### src/rtl/wb_stage_ctrl.sv
// Writeback-stage controller: latches the EX result into the buf3/WB slot, sequences
// load completion against a memory port with timeout, and drives the register-file write port.
module wb_stage_ctrl #(
    parameter int DATA_W      = 16,
    parameter int MEM_TIMEOUT = 8
) (
    input  logic              CLOCK,
    input  logic              in_rst,
    input  logic              in_valid_ex,
    input  logic [15:0]       in_cntrl_ex,
    input  logic [DATA_W-1:0] in_alu_out,
    input  logic              in_flush,
    input  logic              in_mem_rdy,
    input  logic [DATA_W-1:0] in_mem_data,
    output logic              out_stall,
    output logic              out_mem_req,
    output logic [DATA_W-1:0] out_mem_addr,
    output logic [15:0]       out_cntrl_wb,
    output logic [DATA_W-1:0] out_alu_out_buf3,
    output logic              out_fwd_valid,
    output logic              out_rf_we,
    output logic [3:0]        out_rf_waddr,
    output logic [DATA_W-1:0] out_rf_wdata,
    output logic              out_mem_err
);

    localparam int CNT_W = (MEM_TIMEOUT > 1) ? $clog2(MEM_TIMEOUT) : 1;
    localparam logic [CNT_W-1:0] CNT_LAST = CNT_W'(MEM_TIMEOUT - 1);
    localparam logic [3:0] OP_ALU  = 4'b0000;
    localparam logic [3:0] OP_LOAD = 4'b1100;

    typedef enum logic [2:0] {
        IDLE,
        WB_ALU,
        WB_NOP,
        LOAD_WAIT,
        WB_LOAD
    } state_e;

    state_e            state_q, state_d;
    logic [15:0]       cntrl_q, cntrl_d;
    logic [DATA_W-1:0] data_q, data_d;
    logic [DATA_W-1:0] mem_addr_q, mem_addr_d;
    logic              mem_req_q, mem_req_d;
    logic              fwd_valid_q, fwd_valid_d;
    logic              rf_we_q, rf_we_d;
    logic [3:0]        rf_waddr_q, rf_waddr_d;
    logic [DATA_W-1:0] rf_wdata_q, rf_wdata_d;
    logic              mem_err_q, mem_err_d;
    logic [CNT_W-1:0]  cnt_q, cnt_d;

    always_comb begin
        // NOTE: every signal gets a default first so no path through the case leaves it unassigned (no latch).
        state_d     = IDLE;
        cntrl_d     = cntrl_q;
        data_d      = data_q;
        mem_addr_d  = mem_addr_q;
        rf_waddr_d  = rf_waddr_q;
        rf_wdata_d  = rf_wdata_q;
        cnt_d       = cnt_q;
        mem_req_d   = 1'b0;
        fwd_valid_d = 1'b0;
        rf_we_d     = 1'b0;
        mem_err_d   = 1'b0;

        if (state_q == LOAD_WAIT) begin
            // Priority inside the wait: flush, then ready, then timeout.
            if (in_flush) begin
                state_d = IDLE;
            end else if (in_mem_rdy) begin
                state_d     = WB_LOAD;
                data_d      = in_mem_data;
                rf_we_d     = 1'b1;
                rf_waddr_d  = cntrl_q[11:8];
                rf_wdata_d  = in_mem_data;
                fwd_valid_d = 1'b1;
            end else if (cnt_q == CNT_LAST) begin
                state_d   = IDLE;
                mem_err_d = 1'b1;
            end else begin
                state_d   = LOAD_WAIT;
                cnt_d     = cnt_q + 1'b1;
                mem_req_d = 1'b1;
            end
        end else if (in_valid_ex && !in_flush) begin
            cntrl_d = in_cntrl_ex;
            data_d  = in_alu_out;
            case (in_cntrl_ex[15:12])
                OP_ALU: begin
                    state_d     = WB_ALU;
                    rf_we_d     = 1'b1;
                    rf_waddr_d  = in_cntrl_ex[11:8];
                    rf_wdata_d  = in_alu_out;
                    fwd_valid_d = 1'b1;
                end
                OP_LOAD: begin
                    state_d    = LOAD_WAIT;
                    mem_req_d  = 1'b1;
                    mem_addr_d = in_alu_out;
                    cnt_d      = '0;
                end
                default: state_d = WB_NOP;
            endcase
        end
    end

    // NOTE: sequential state uses non-blocking assignments so all flops update from pre-edge values.
    always_ff @(posedge CLOCK) begin
        if (in_rst) begin
            state_q     <= IDLE;
            cntrl_q     <= 16'hF000;
            data_q      <= '0;
            mem_addr_q  <= '0;
            mem_req_q   <= 1'b0;
            fwd_valid_q <= 1'b0;
            rf_we_q     <= 1'b0;
            rf_waddr_q  <= '0;
            rf_wdata_q  <= '0;
            mem_err_q   <= 1'b0;
            cnt_q       <= '0;
        end else begin
            state_q     <= state_d;
            cntrl_q     <= cntrl_d;
            data_q      <= data_d;
            mem_addr_q  <= mem_addr_d;
            mem_req_q   <= mem_req_d;
            fwd_valid_q <= fwd_valid_d;
            rf_we_q     <= rf_we_d;
            rf_waddr_q  <= rf_waddr_d;
            rf_wdata_q  <= rf_wdata_d;
            mem_err_q   <= mem_err_d;
            cnt_q       <= cnt_d;
        end
    end

    assign out_stall        = (state_q == LOAD_WAIT);
    assign out_mem_req      = mem_req_q;
    assign out_mem_addr     = mem_addr_q;
    assign out_cntrl_wb     = cntrl_q;
    assign out_alu_out_buf3 = data_q;
    assign out_fwd_valid    = fwd_valid_q;
    assign out_rf_we        = rf_we_q;
    assign out_rf_waddr     = rf_waddr_q;
    assign out_rf_wdata     = rf_wdata_q;
    assign out_mem_err      = mem_err_q;

endmodule
### config.mk
export PLATFORM = sky130hd
export DESIGN_NAME = wb_stage_ctrl
export DESIGN_NICKNAME = d
export VERILOG_FILES = /design/src/rtl/wb_stage_ctrl.sv
export SDC_FILE = /design/constraint.sdc
export NUM_CORES = 1
export LEC_CHECK = 0
export ABC_AREA = 1
export BUFFER_PORTS_ARGS = -buffer_cell sky130_fd_sc_hd__buf_2
export CORE_ASPECT_RATIO = 0.5
export CORE_MARGIN = 2
export CORE_UTILIZATION = 40
export CTS_CLUSTER_SIZE = 12
export DETAILED_ROUTE_END_ITERATION = 10
export GPL_ROUTABILITY_DRIVEN = 0
export PLACE_DENSITY_LB_ADDON = 0.12
export SETUP_SLACK_MARGIN = 0.5
export SYNTH_ARGS = -nofsm -noshare
export SYNTH_HDL_FRONTEND = slang
export SYNTH_SLANG_ARGS = --single-unit
### constraint.sdc
create_clock -name CLOCK -period 2.4 [get_ports CLOCK]
set_clock_uncertainty 0.15 [all_clocks]
set_input_delay 0.48 -clock CLOCK [delete_from_list [all_inputs] [get_ports CLOCK]]
set_output_delay 0.48 -clock CLOCK [all_outputs]
set_load 0.005 [all_outputs]
Yosys cells after proc, flatten, opt, wreduce, memory -nomap -nowiden

Cells that the tools add are included.

Input bits: 53
Output and inout bits: 73
Flip-flop bits (word level): 77
Word-level logic and storage cells: 67

Bitwise gates (word level): 1
Reduce and logical (&&, ||, !) cells: 12
Equality and inequality tests: 7
Mux-type cells: 36
$add $sub $neg: 1

Operators by type and width:

| cell                | number |
|---|---|
| $mux 16             | 7 |
| $mux 3              | 9 |
| $mux 4              | 5 |
| $mux 1              | 12 |
| $ne 2x2->1 const B  | 4 |
| $reduce_and 3->1    | 2 |
| $reduce_bool 2->1   | 3 |
| $reduce_and 5->1    | 1 |
| $eq 4x4->1 const B  | 1 |
| $logic_not 4->1     | 1 |
| $mux 2              | 2 |
| $pmux 2 s2          | 1 |
| $reduce_and 4->1    | 1 |
| $reduce_or 4->1     | 1 |
| $add 3x1->3 const B | 1 |
| $eq 3x2->1 const B  | 1 |
| $eq 3x3->1 const B  | 1 |
| $reduce_and 2->1    | 1 |
| $logic_and 1x1->1   | 1 |
| $logic_not 1->1     | 1 |
| $not 1->1           | 1 |

Longest topological paths before layout

Gate-level depths: netlist of run 1.

Depth after elaboration: 5
Gate-level depth with buffers: 9
Gate-level depth less buffers: 8

Least setup slack after synthesis of run 1

Ideal clock, no wire load.

Path type: input -> register
From: input port in_flush
To: register cnt_q[1]
Setup slack: 899 ps
Required time: 2135 ps
Arrival time: 1236 ps
Path buffers: 1
Cell stages on the path: 7
Setup time: 115 ps
Cell sequence: inv_2 > nand2_1 > nor2_4 > nand2_2 > buf_4 > a21oi_1 > nor2_1

Word-level cells in the longest chain between the ends: 4
Elaborated cells on any way between the ends: 5
Classes of those cells: 1 x eq/ne; 4 x reduce/logical

Ends and longest elaborated chain:

| element                               | line | source |
|---|---|---|
| start: declaration                    | 12   | `input logic in_flush,` |
| $logic_not 1->1                       | 85   | `end else if (in_valid_ex && !in_flush) begin` |
| $logic_and 1x1->1                     | 85   |  |
| $reduce_bool 2->1 (no source line)    | n/a  |  |
| $reduce_and 5->1 (no source line) (*) | n/a  |  |
| end signal: assignment                | 132  | `cnt_q <= cnt_d;` |
| end: declaration                      | 50   | `logic [CNT_W-1:0] cnt_q, cnt_d;` |

Mark *: on every way between the ends. The rest lies on a longest branch, timed or not.
A chain may end at the register's enable or synchronous reset.

Final worst setup path of run 1

From: register state_q[0]
To: output port out_stall

Word-level cells in the longest chain between the ends: 1

Ends and longest elaborated chain:

| element                  | line | source |
|---|---|---|
| start: declaration       | 40   | `state_e state_q, state_d;` |
| start signal: assignment | 122  | `state_q <= state_d;` |
| $eq 3x2->1               | 136  | `assign out_stall = (state_q == LOAD_WAIT);` |
| end: declaration         | 15   | `output logic out_stall,` |

Every way passes these cells.

==> results by group, run 1 <==
Outcome
  • Result of the run: finished, final reports clean

Drt
  • Violation count after the first detailed-route iteration: 156
  • Detail-routed net length per standard cell: 12.0 um
  • First drt pass iteration count: 4
  • DR vias: 3247
  • Final antenna-violating net count: 0
  • Vias/cell: 4.42
  • Drc violations: 0
  • Final wirelength: 8.83 mm

Clock network
  • H-Tree Level Count: 3
  • Clock tree from TritonCTS: done
  • Clock-pin slew of the registers on the worst-case setup and hold paths: 0.06 ns
  • Worst-case clock buffer depth: 2
  • Total of hold buffers inserted after clock tree synthesis: 0
  • Cts bufs inserted: 9
  • Cell at the root of the clock tree: sky130_fd_sc_hd__clkbuf_16
  • Clk sinks: 77
  • Clock Latency Late Sink: 0.33 ns

Synth
  • Number of distinct library cell variants in the gate-level netlist after synthesis: 22
  • Flip-flop and latch count after synthesis: 77
  • Average cell area after synthesis: 6.87 um2
  • Portion of the post-synthesis area used by sequential elements: 45.0%
  • YS warnings: 0
  • Post-synthesis cell type with the largest combined area: sky130_fd_sc_hd__dfxtp_1
  • Synth Net Count: 553
  • Netlist Area Pre-Place: 3420 um2
  • Flip-flop cell with the highest count after synthesis: sky130_fd_sc_hd__dfxtp_1
  • Number of instances in the synthesized netlist: 498
  • Top-area cell type share of the netlist area: 45.0%
  • Largest cells by area after synthesis: sky130_fd_sc_hd__dfxtp_1 45%, sky130_fd_sc_hd__nor2_1 15%, sky130_fd_sc_hd__nand2_1 11%
  • Number of enable flip-flop cells after synthesis: 0
  • Async SR Flop Fraction: 0%

Power
  • P per Cell Area: 672 nW/um2
  • Maximum vdd ir drop: 0.375 mV
  • Internal power consumption: 0.00225 W
  • Leakage power summed over all cells: 2.47 nW
  • Sequential fraction of design power: 45.8%
  • Switching power as a share of total power: 23.8%
  • Logic gate share of total power: 8.9%
  • Proportion of power drawn by the clock network: 45.3%
  • Net load switching power: 0.000700 W

Finish
  • Post-layout net count: 673
  • P&R area growth vs syn: 28.0%
  • Share of final-layout standard cells stronger than drive strength 1: 26.3%
  • Most frequent cells in the layout: 133 x sky130_fd_sc_hd__nor2_1, 125 x sky130_fd_sc_hd__buf_2, 96 x sky130_fd_sc_hd__nand2_1
  • Antenna diode count: 0
  • Most common library cell in the layout ignoring fill and taps: sky130_fd_sc_hd__nor2_1

Worst setup path
  • Critical Setup Path Class: reg -> out
  • Nature of the critical path endpoint: output port
  • Data required time at the worst endpoint: 1.77 ns
  • Data arrival, critical path: 1.20 ns
  • Maximum fanout count along the critical path: 6
  • Element type at the critical path start: register

STA
  • WHS: 0.224 ns
  • Worst rel slew slack: 69.4%
  • Number of setup violations in the final report: 0
  • Count of final hold-check violations: 0
  • Tcrit/Tclk final: 76.3%
  • Transition time at the pin with the least slew margin: 0.457 ns
  • Total negative slack for setup checks: 0 ns
  • Setup repair after global routing missed its margin: no
  • Post-route minimum period: 1.83 ns
  • Number of pins exceeding their max-slew limit in the final report: 0
  • Maximum operating frequency: 546 MHz

Floorplanning
  • Die Footprint: 9360 um2
  • Standard-cell row count: 23
  • Initial core utilization: 42.0%
  • CORE AREA: 8140 um2
  • Width of the die: 135 um
  • Boundary pin count: 126
  • Die Y-Extent: 69.4 um

GRT
  • Initial antenna violation count: 0
  • Met3 global-route usage: 7.31%
  • GRT Overall Usage: 19.3%
  • Via count of the first global-routing pass: 2978
  • GRT met2 Usage: 29.0%
  • Global-route met1 utilization: 25.9%
  • First-pass GRT wire length: 14.3 mm
  • GRT overflow: 0
  • Most used routing layer: met2
  • Maximum number of pins on one net before global-route repair: 33

Min path
  • Worst hold path class: in -> reg

Place
  • Buffers added on ports: 125
  • Detailed-placement wirelength estimate: 6.22 mm

Job
  • Max-cap check violation count: 0
## flip-flops by register name (all words and copies together) (netlist names)
signal / count
out_alu_out_buf3: 16
out_cntrl_wb: 16
out_rf_waddr: 4
out_rf_we: 1
state_q: 3
out_mem_req: 1
out_rf_wdata: 16
out_mem_err: 1
out_mem_addr: 16
cnt_q: 3
## cells in the mapped netlist (3+ instances only)
cell and count:
sky130_fd_sc_hd__nor2_1 133, sky130_fd_sc_hd__nand2_1 96, sky130_fd_sc_hd__dfxtp_1 77, sky130_fd_sc_hd__inv_1 63
sky130_fd_sc_hd__o21ai_0 36, sky130_fd_sc_hd__nand3_1 28, sky130_fd_sc_hd__o21ai_1 12, sky130_fd_sc_hd__a21oi_1 8
sky130_fd_sc_hd__buf_6 8, sky130_fd_sc_hd__buf_2 6, sky130_fd_sc_hd__buf_4 6, sky130_fd_sc_hd__clkbuf_1 6
sky130_fd_sc_hd__nand2_2 4, sky130_fd_sc_hd__inv_2 3
## per-stage QoR
stage	power [W]	util, %	worst slack, ns	instance area (um2)	instances
after floorplan	0.00152	-	0.899	3420	498
after global placement	0.00164	50.0	0.537	4070	718
after detailed placement	0.00164	50.0	0.484	4070	718
after CTS	0.00298	53.6	0.555	4370	734
after global routing	0.00308	53.8	0.495	4380	735
final	0.00295	53.8	0.568	4380	735
## layer usage
| layer | vias to the layer above | share of wire (%) |
|---|---|---|
| li1 | 1751 | - |
| met1 | 1396 | 49 |
| met2 | 90 | 42 |
| met3 | 10 | 8.1 |
| met4 | 0 | 1.0 |
| met5 | - | 0 |
## layout make-up
type	instances	area (um2)
clock buffers	11	233
clock inverters	5	61.3
fillers	844	3760
inverters	67	251
multi-input cells	328	1450
flip-flops and latches	77	1540
well taps	112	140
repair buffers	135	701
## power groups by stage
stage	clock network, W	registers [W]	logic, W
3_3_place_gp	0	0.00137	0.000262
4_1_cts	0.00137	0.00135	0.000264
3_5_place_dp	0	0.00138	0.000263
6_report	0.00133	0.00135	0.000262
5_1_grt	0.00143	0.00135	0.000303
2_1_floorplan	0	0.00138	0.000142
## worst max-delay path, stage by stage (launching register included)
cell                      delay (ns)
sky130_fd_sc_hd__dfxtp_1        0.43
sky130_fd_sc_hd__nand2_2        0.12
sky130_fd_sc_hd__nor2_8         0.17
sky130_fd_sc_hd__buf_2          0.14
## worst paths after layout
path / from / end / slack, ns / cells past startpoint
worst max-delay path: state_q[0] / out_stall / 0.57 / 3
worst min-delay path: in_cntrl_ex[6] / out_cntrl_wb[6] / 0.22 / 3
worst max register to register: state_q[2] / out_rf_wdata[10] / 0.63 / 7
worst min register to register: out_cntrl_wb[9] / out_cntrl_wb[9] / 0.31 / 2
## logic make-up (layout without fill, tap and decap cells)
kind of cell / Yosys count / count (layout) / share of synthesized area, %
buf+inv: 94 / 218 / 12.9
compound gates: 56 / 56 / 8.19
simple gates: 269 / 270 / 33.1
fa+ha+maj: 2 / 2 / 0.731
flops: 77 / 77 / 45.0
## timing repair
item	4_1_cts	5_1_grt
gates resized for setup	0	4
endpoints found under the setup margin	0	24
setup buffers	0	0
Power figures use the tool's default switching activity.
==> run 2: changes to the inputs <==
==> constraint.sdc (replaced) <==
create_clock -name CLOCK -period 1.7 [get_ports CLOCK]
set_clock_uncertainty 0.15 [all_clocks]
set_input_delay 0.34 -clock CLOCK [delete_from_list [all_inputs] [get_ports CLOCK]]
set_output_delay 0.34 -clock CLOCK [all_outputs]
set_load 0.005 [all_outputs]
==> run 2 against run 1 <==
Against the previous run: non-clock buffer count rose by 28; clock power rose by 36%; final area rose by 27%; routed wire length rose by 23%; worst hold slack got worse by 0.14 ns; first-iteration DRC count rose by 16%; largest cell class is now multi-input gates.
==> results by group, run 2 (synthesis results as in run 1) <==
Clock network
  • Worst-case clock buffer depth: 2
  • Total of hold buffers inserted after clock tree synthesis: 0
  • Clock Latency Late Sink: 0.33 ns
  • Clk sinks: 77
  • Cts bufs inserted: 9
  • H-Tree Level Count: 3
  • Clock-pin slew of the registers on the worst-case setup and hold paths: 0.06 ns
  • Clock tree from TritonCTS: done
  • Cell at the root of the clock tree: sky130_fd_sc_hd__clkbuf_16

Worst setup path
  • Critical path cell sequence: nand2_4 -> nor2_8 -> buf_6 -> nor2_4 -> buf_6 -> nand2_4 -> nand2_2 -> a21oi_1
  • Element type at the critical path start: register
  • R2R Setup Slk: 0.16 ns
  • Data arrival, critical path: 1.61 ns
  • Maximum fanout count along the critical path: 5
  • Setup crit end: cnt_q[0]
  • Launch point of the worst path: state_q[1]
  • Critical Setup Path Class: reg -> reg
  • Cell with the largest stage delay on the worst path: sky130_fd_sc_hd__dfxtp_4
  • Data required time at the worst endpoint: 1.77 ns
  • Beginning of the worst register-to-register path: state_q[1]
  • Slowest cell delay on critical path: 0.36 ns
  • Endpoint of the most critical register-to-register path: cnt_q[0]
  • FF-to-FF path depth: 8
  • Nature of the critical path endpoint: register

Power
  • Leakage power summed over all cells: 2.94 nW
  • Sequential fraction of design power: 44.9%
  • Net load switching power: 0.00104 W
  • Proportion of power drawn by the clock network: 42.4%
  • Switching power as a share of total power: 24.4%
  • Maximum vdd ir drop: 0.508 mV
  • P per Cell Area: 764 nW/um2
  • Internal power consumption: 0.00323 W
  • Logic gate share of total power: 12.7%

Place
  • Worst Setup Slack post-DPL: 0.0767 ns
  • Detailed-placement wirelength estimate: 6.38 mm
  • Buffers added on ports: 125

Floorplanning
  • Die Footprint: 9360 um2
  • Die Y-Extent: 69.4 um
  • Boundary pin count: 126
  • CORE AREA: 8140 um2
  • Width of the die: 135 um
  • Initial core utilization: 42.0%
  • Standard-cell row count: 23

Drt
  • Detail-routed net length per standard cell: 14.2 um
  • DR vias: 3575
  • Final wirelength: 10.9 mm
  • Violation count after the first detailed-route iteration: 181
  • Vias/cell: 4.66
  • Drc violations: 0
  • Final antenna-violating net count: 0
  • First drt pass iteration count: 4

STA
  • Number of setup violations in the final report: 0
  • Total negative slack for setup checks: 0 ns
  • Count of final hold-check violations: 0
  • Post-route minimum period: 1.54 ns
  • Smallest setup slack after layout: 0.156 ns
  • Number of pins exceeding their max-slew limit in the final report: 0
  • Worst rel slew slack: 52.0%
  • Maximum operating frequency: 648 MHz
  • Tcrit/Tclk final: 90.8%
  • Transition time at the pin with the least slew margin: 0.718 ns
  • Setup repair after global routing missed its margin: yes

GRT
  • Maximum number of pins on one net before global-route repair: 33
  • Via count of the first global-routing pass: 3381
  • GRT overflow: 0
  • GRT Overall Usage: 22.6%
  • Initial antenna violation count: 0
  • First-pass GRT wire length: 16.5 mm

Min path
  • Worst hold path class: in -> reg

Finish
  • Most frequent cells in the layout: 112 x sky130_fd_sc_hd__nor2_1, 108 x sky130_fd_sc_hd__buf_2, 75 x sky130_fd_sc_hd__nand2_1
  • P&R area growth vs syn: 63.2%
  • Antenna diode count: 0
  • Share of final-layout standard cells stronger than drive strength 1: 55.0%
  • Final core area utilization: 68.6%
  • Total area of multi-input combinational cells: 2050 um2
  • Most common library cell in the layout ignoring fill and taps: sky130_fd_sc_hd__nor2_1
  • Post-layout net count: 706
  • Fill cell instance count of the final layout: 678
  • Total area of sequential cells: 1640 um2

Job
  • Max-cap check violation count: 0

Outcome
  • Result of the run: finished, final reports clean
## run 2: cell type report
cell class                 count  share of cell area (%)
clock inverter                 1                  0.0896
tap                          112                    2.51
multi-input combinational    333                    36.7
sequential                    77                    29.4
timing repair buffer         163                    21.8
clock buffer                  14                    4.91
inverter                      67                    4.62
## run 2: worst min path at each step
stage,end,start,cells after the start
floorplan,state_q[1],in_rst,1
global placement,out_cntrl_wb[12],out_cntrl_wb[12],2
detailed placement,out_cntrl_wb[13],out_cntrl_wb[13],2
CTS,out_cntrl_wb[4],in_cntrl_ex[4],3
global route,out_cntrl_wb[7],in_cntrl_ex[7],3
finish,out_cntrl_wb[4],in_cntrl_ex[4],3
## run 2: what timing repair did
action	4_1_cts	5_1_grt
gates cloned	6	4
setup endpoints to repair	149	150
pin swaps	19	18
buffers inserted	18	5
gates resized for setup	180	39
## run 2: power groups by stage
stage	sequential [W]	combinational (W)	clock (W)
after floorplan	0.00194	0.000210	0
after global placement	0.00194	0.000390	0
after detailed placement	0.00194	0.000392	0
after CTS	0.00191	0.000509	0.00184
after global routing	0.00192	0.000596	0.00194
final	0.00191	0.000542	0.00181
## run 2: metrics by stage
step                hold slack [ns]  total power, W  instances  cell area (um2)
detailed placement            0.293         0.00233        719             4210
global placement              0.288         0.00233        719             4210
finish                       0.0869         0.00427        767             5580
global route                 0.0985         0.00446        767             5580
floorplan                     0.249         0.00215        498             3530
CTS                          0.0813         0.00426        758             5340
## run 2: worst max-delay path, delay by kind of cell (launching register included)
family                 cells  cell delay, ns
flip-flops                 1            0.36
buffers and inverters      2            0.30
AND/OR/NAND/NOR            5            0.56
AO/OA/AOI/OAI              1            0.07
## run 2: routing by layer
metal  wire length, um  global-route usage [%]  part of all wire, %  up-vias
li1                  -                       -                    -     1827
met1              4920                    29.7                   45     1639
met2              5010                    35.4                   46       96
met3               850                    7.46                  7.8       13
met4                97                    6.20                 0.89        0
met5                 0                       0                    0        -
==> run 3: changes to the inputs <==
--- a/config.mk
+++ b/config.mk
@@ -7,9 +7,11 @@
 export LEC_CHECK = 0
 export ABC_AREA = 1
 export BUFFER_PORTS_ARGS = -buffer_cell sky130_fd_sc_hd__buf_2
+export CELL_PAD_IN_SITES_DETAIL_PLACEMENT = 0
+export CELL_PAD_IN_SITES_GLOBAL_PLACEMENT = 2
 export CORE_ASPECT_RATIO = 0.5
 export CORE_MARGIN = 2
-export CORE_UTILIZATION = 40
+export CORE_UTILIZATION = 25
 export CTS_CLUSTER_SIZE = 12
 export DETAILED_ROUTE_END_ITERATION = 10
 export GPL_ROUTABILITY_DRIVEN = 0
==> run 3 against run 2 <==
Against the previous run: final area rose by 6.9%; clock power up 12%; non-clock buffer count up 13; critical path type unchanged.
==> results by group, run 3 (synthesis results as in run 1) <==
STA
  • Maximum operating frequency: 656 MHz
  • Transition time at the pin with the least slew margin: 0.282 ns
  • Tcrit/Tclk final: 89.7%
  • Worst rel slew slack: 81.0%
  • Total negative slack for setup checks: 0 ns
  • Setup repair after global routing missed its margin: yes
  • Number of setup violations in the final report: 0
  • Post-route minimum period: 1.53 ns
  • Number of pins exceeding their max-slew limit in the final report: 0
  • Count of final hold-check violations: 0

Finish
  • Fill cell instance count of the final layout: 1400
  • Antenna diode count: 0
  • Final core area utilization: 44.3%
  • Post-layout net count: 713
  • P&R area growth vs syn: 74.4%
  • Most frequent cells in the layout: 111 x sky130_fd_sc_hd__nor2_1, 97 x sky130_fd_sc_hd__buf_2, 74 x sky130_fd_sc_hd__nand2_1
  • Most common library cell in the layout ignoring fill and taps: sky130_fd_sc_hd__nor2_1
  • Share of final-layout standard cells stronger than drive strength 1: 58.7%

Floorplanning
  • Standard-cell row count: 30
  • Die Footprint: 14700 um2
  • Initial core utilization: 25.4%
  • Width of the die: 169 um
  • Boundary pin count: 126
  • Die Y-Extent: 86.7 um
  • CORE AREA: 13500 um2

GRT
  • Via count of the first global-routing pass: 3471
  • Maximum number of pins on one net before global-route repair: 43
  • GRT overflow: 0
  • Initial antenna violation count: 0
  • GRT Overall Usage: 15.8%
  • First-pass GRT wire length: 18.0 mm

Clock network
  • Cts bufs inserted: 9
  • Cell at the root of the clock tree: sky130_fd_sc_hd__clkbuf_16
  • Worst-case clock buffer depth: 2
  • Clk sinks: 77
  • H-Tree Level Count: 3
  • Clock-pin slew of the registers on the worst-case setup and hold paths: 0.07 ns
  • Clock tree from TritonCTS: done
  • Clock Latency Late Sink: 0.34 ns
  • Total of hold buffers inserted after clock tree synthesis: 0

Drt
  • Routed met3 length: 715 um
  • Routed met1 length: 5.75 mm
  • Final wirelength: 12.1 mm
  • Drc violations: 0
  • First drt pass iteration count: 4
  • Topmost layer with routed signal wires: met4
  • Final antenna-violating net count: 0
  • Vias/cell: 4.23
  • Violation count after the first detailed-route iteration: 102
  • Detailed-routed wire length on met2: 5.53 mm
  • DR vias: 3550
  • Detail-routed net length per standard cell: 14.4 um

Worst setup path
  • Critical path cell sequence: inv_2 -> nand3_4 -> buf_12 -> nand2_4 -> nand3_4 -> clkbuf_16 -> nor2_1 -> nor2_1
  • Data arrival, critical path: 1.61 ns
  • Maximum fanout count along the critical path: 6
  • Cell class contributing the biggest share of worst-path delay: buffers and inverters
  • Element type at the critical path start: register
  • Slowest cell delay on critical path: 0.37 ns
  • Cell with the largest stage delay on the worst path: sky130_fd_sc_hd__dfxtp_4
  • Critical Setup Path Class: reg -> reg
  • Number of buffers and inverters on the critical path: 3
  • Data required time at the worst endpoint: 1.78 ns
  • Nature of the critical path endpoint: register

Power
  • P per Cell Area: 759 nW/um2
  • Proportion of power drawn by the clock network: 44.8%
  • Overall power: 0.00453 W
  • Net load switching power: 0.00114 W
  • Leakage power summed over all cells: 3.02 nW
  • Switching power as a share of total power: 25.3%
  • Internal power consumption: 0.00339 W
  • Sequential fraction of design power: 42.3%
  • Logic gate share of total power: 12.9%
  • Maximum vdd ir drop: 0.423 mV

Job
  • Max-cap check violation count: 0

Place
  • Buffers added on ports: 125
  • Detailed-placement wirelength estimate: 7.66 mm

Outcome
  • Result of the run: finished, final reports clean

Min path
  • Worst hold path class: in -> reg
## run 3: changes by cell type in the layout (fill, tap and decap cells not counted), sizes merged
| cell | delta |
|---|---|
| buf | +10 |
| clkinv | +3 |
| clkinvlp | -1 |
| bufinv | +1 |
| inv | +1 |
| nand2 | -6 |
## run 3: per-layer routing
metal	vias up	global-route usage, %
li1	1834	-
met1	1629	20.8
met2	79	25.3
met3	8	5.43
met4	0	3.50
met5	-	0
## run 3: final timing paths
| check | from | endpoint | slack [ns] | cells after the start |
|---|---|---|---|---|
| worst max-delay path | state_q[2] | out_rf_wdata[2] | 0.17 | 8 |
| worst min-delay path | in_cntrl_ex[0] | out_cntrl_wb[0] | 0.08 | 3 |
| worst max register to register | state_q[2] | out_rf_wdata[2] | 0.17 | 8 |
| worst min register to register | out_alu_out_buf3[12] | out_alu_out_buf3[12] | 0.31 | 2 |
## run 3: stage by stage
| step | hold WS (ns) | worst slack, ns | cell area [um2] | instances |
|---|---|---|---|---|
| 4_1_cts | 0.0729 | 0.196 | 5310 | 823 |
| 3_3_place_gp | 0.287 | 0.128 | 4340 | 784 |
| 3_5_place_dp | 0.293 | 0.134 | 4340 | 784 |
| 6_report | 0.0829 | 0.175 | 5970 | 839 |
| 2_1_floorplan | 0.249 | 0.410 | 3530 | 498 |
| 5_1_grt | 0.0828 | 0.114 | 5970 | 839 |
## run 3: repair_timing
action	4_1_cts	5_1_grt
setup endpoints to repair	149	150
resized for setup	149	123
buffers inserted	19	12
pin swaps	8	25
cloned	4	4
## run 3: worst reg2reg max path, delay by kind of cell, from the launching register on
family        cells  cell delay [ns]
flops             1             0.37
buf+inv           3             0.45
simple gates      5             0.45
## run 3: power by group through the flow
stage	clock network, W	logic, W	registers (W)
after floorplan	0	0.000210	0.00194
after global placement	0	0.000413	0.00194
after detailed placement	0	0.000412	0.00194
after CTS	0.00208	0.000494	0.00191
after global routing	0.00216	0.000648	0.00192
final	0.00203	0.000586	0.00192
## run 3: area by class of cell
type	instances	area, um2	share of cell area [%]
clock buffers	11	254	4.25
clock inverters	5	57.6	0.964
inverters	67	254	4.25
multi-input cells	327	2000	33.6
flip-flops and latches	77	1650	27.6
well taps	176	220	3.69
repair buffers	176	1530	25.7
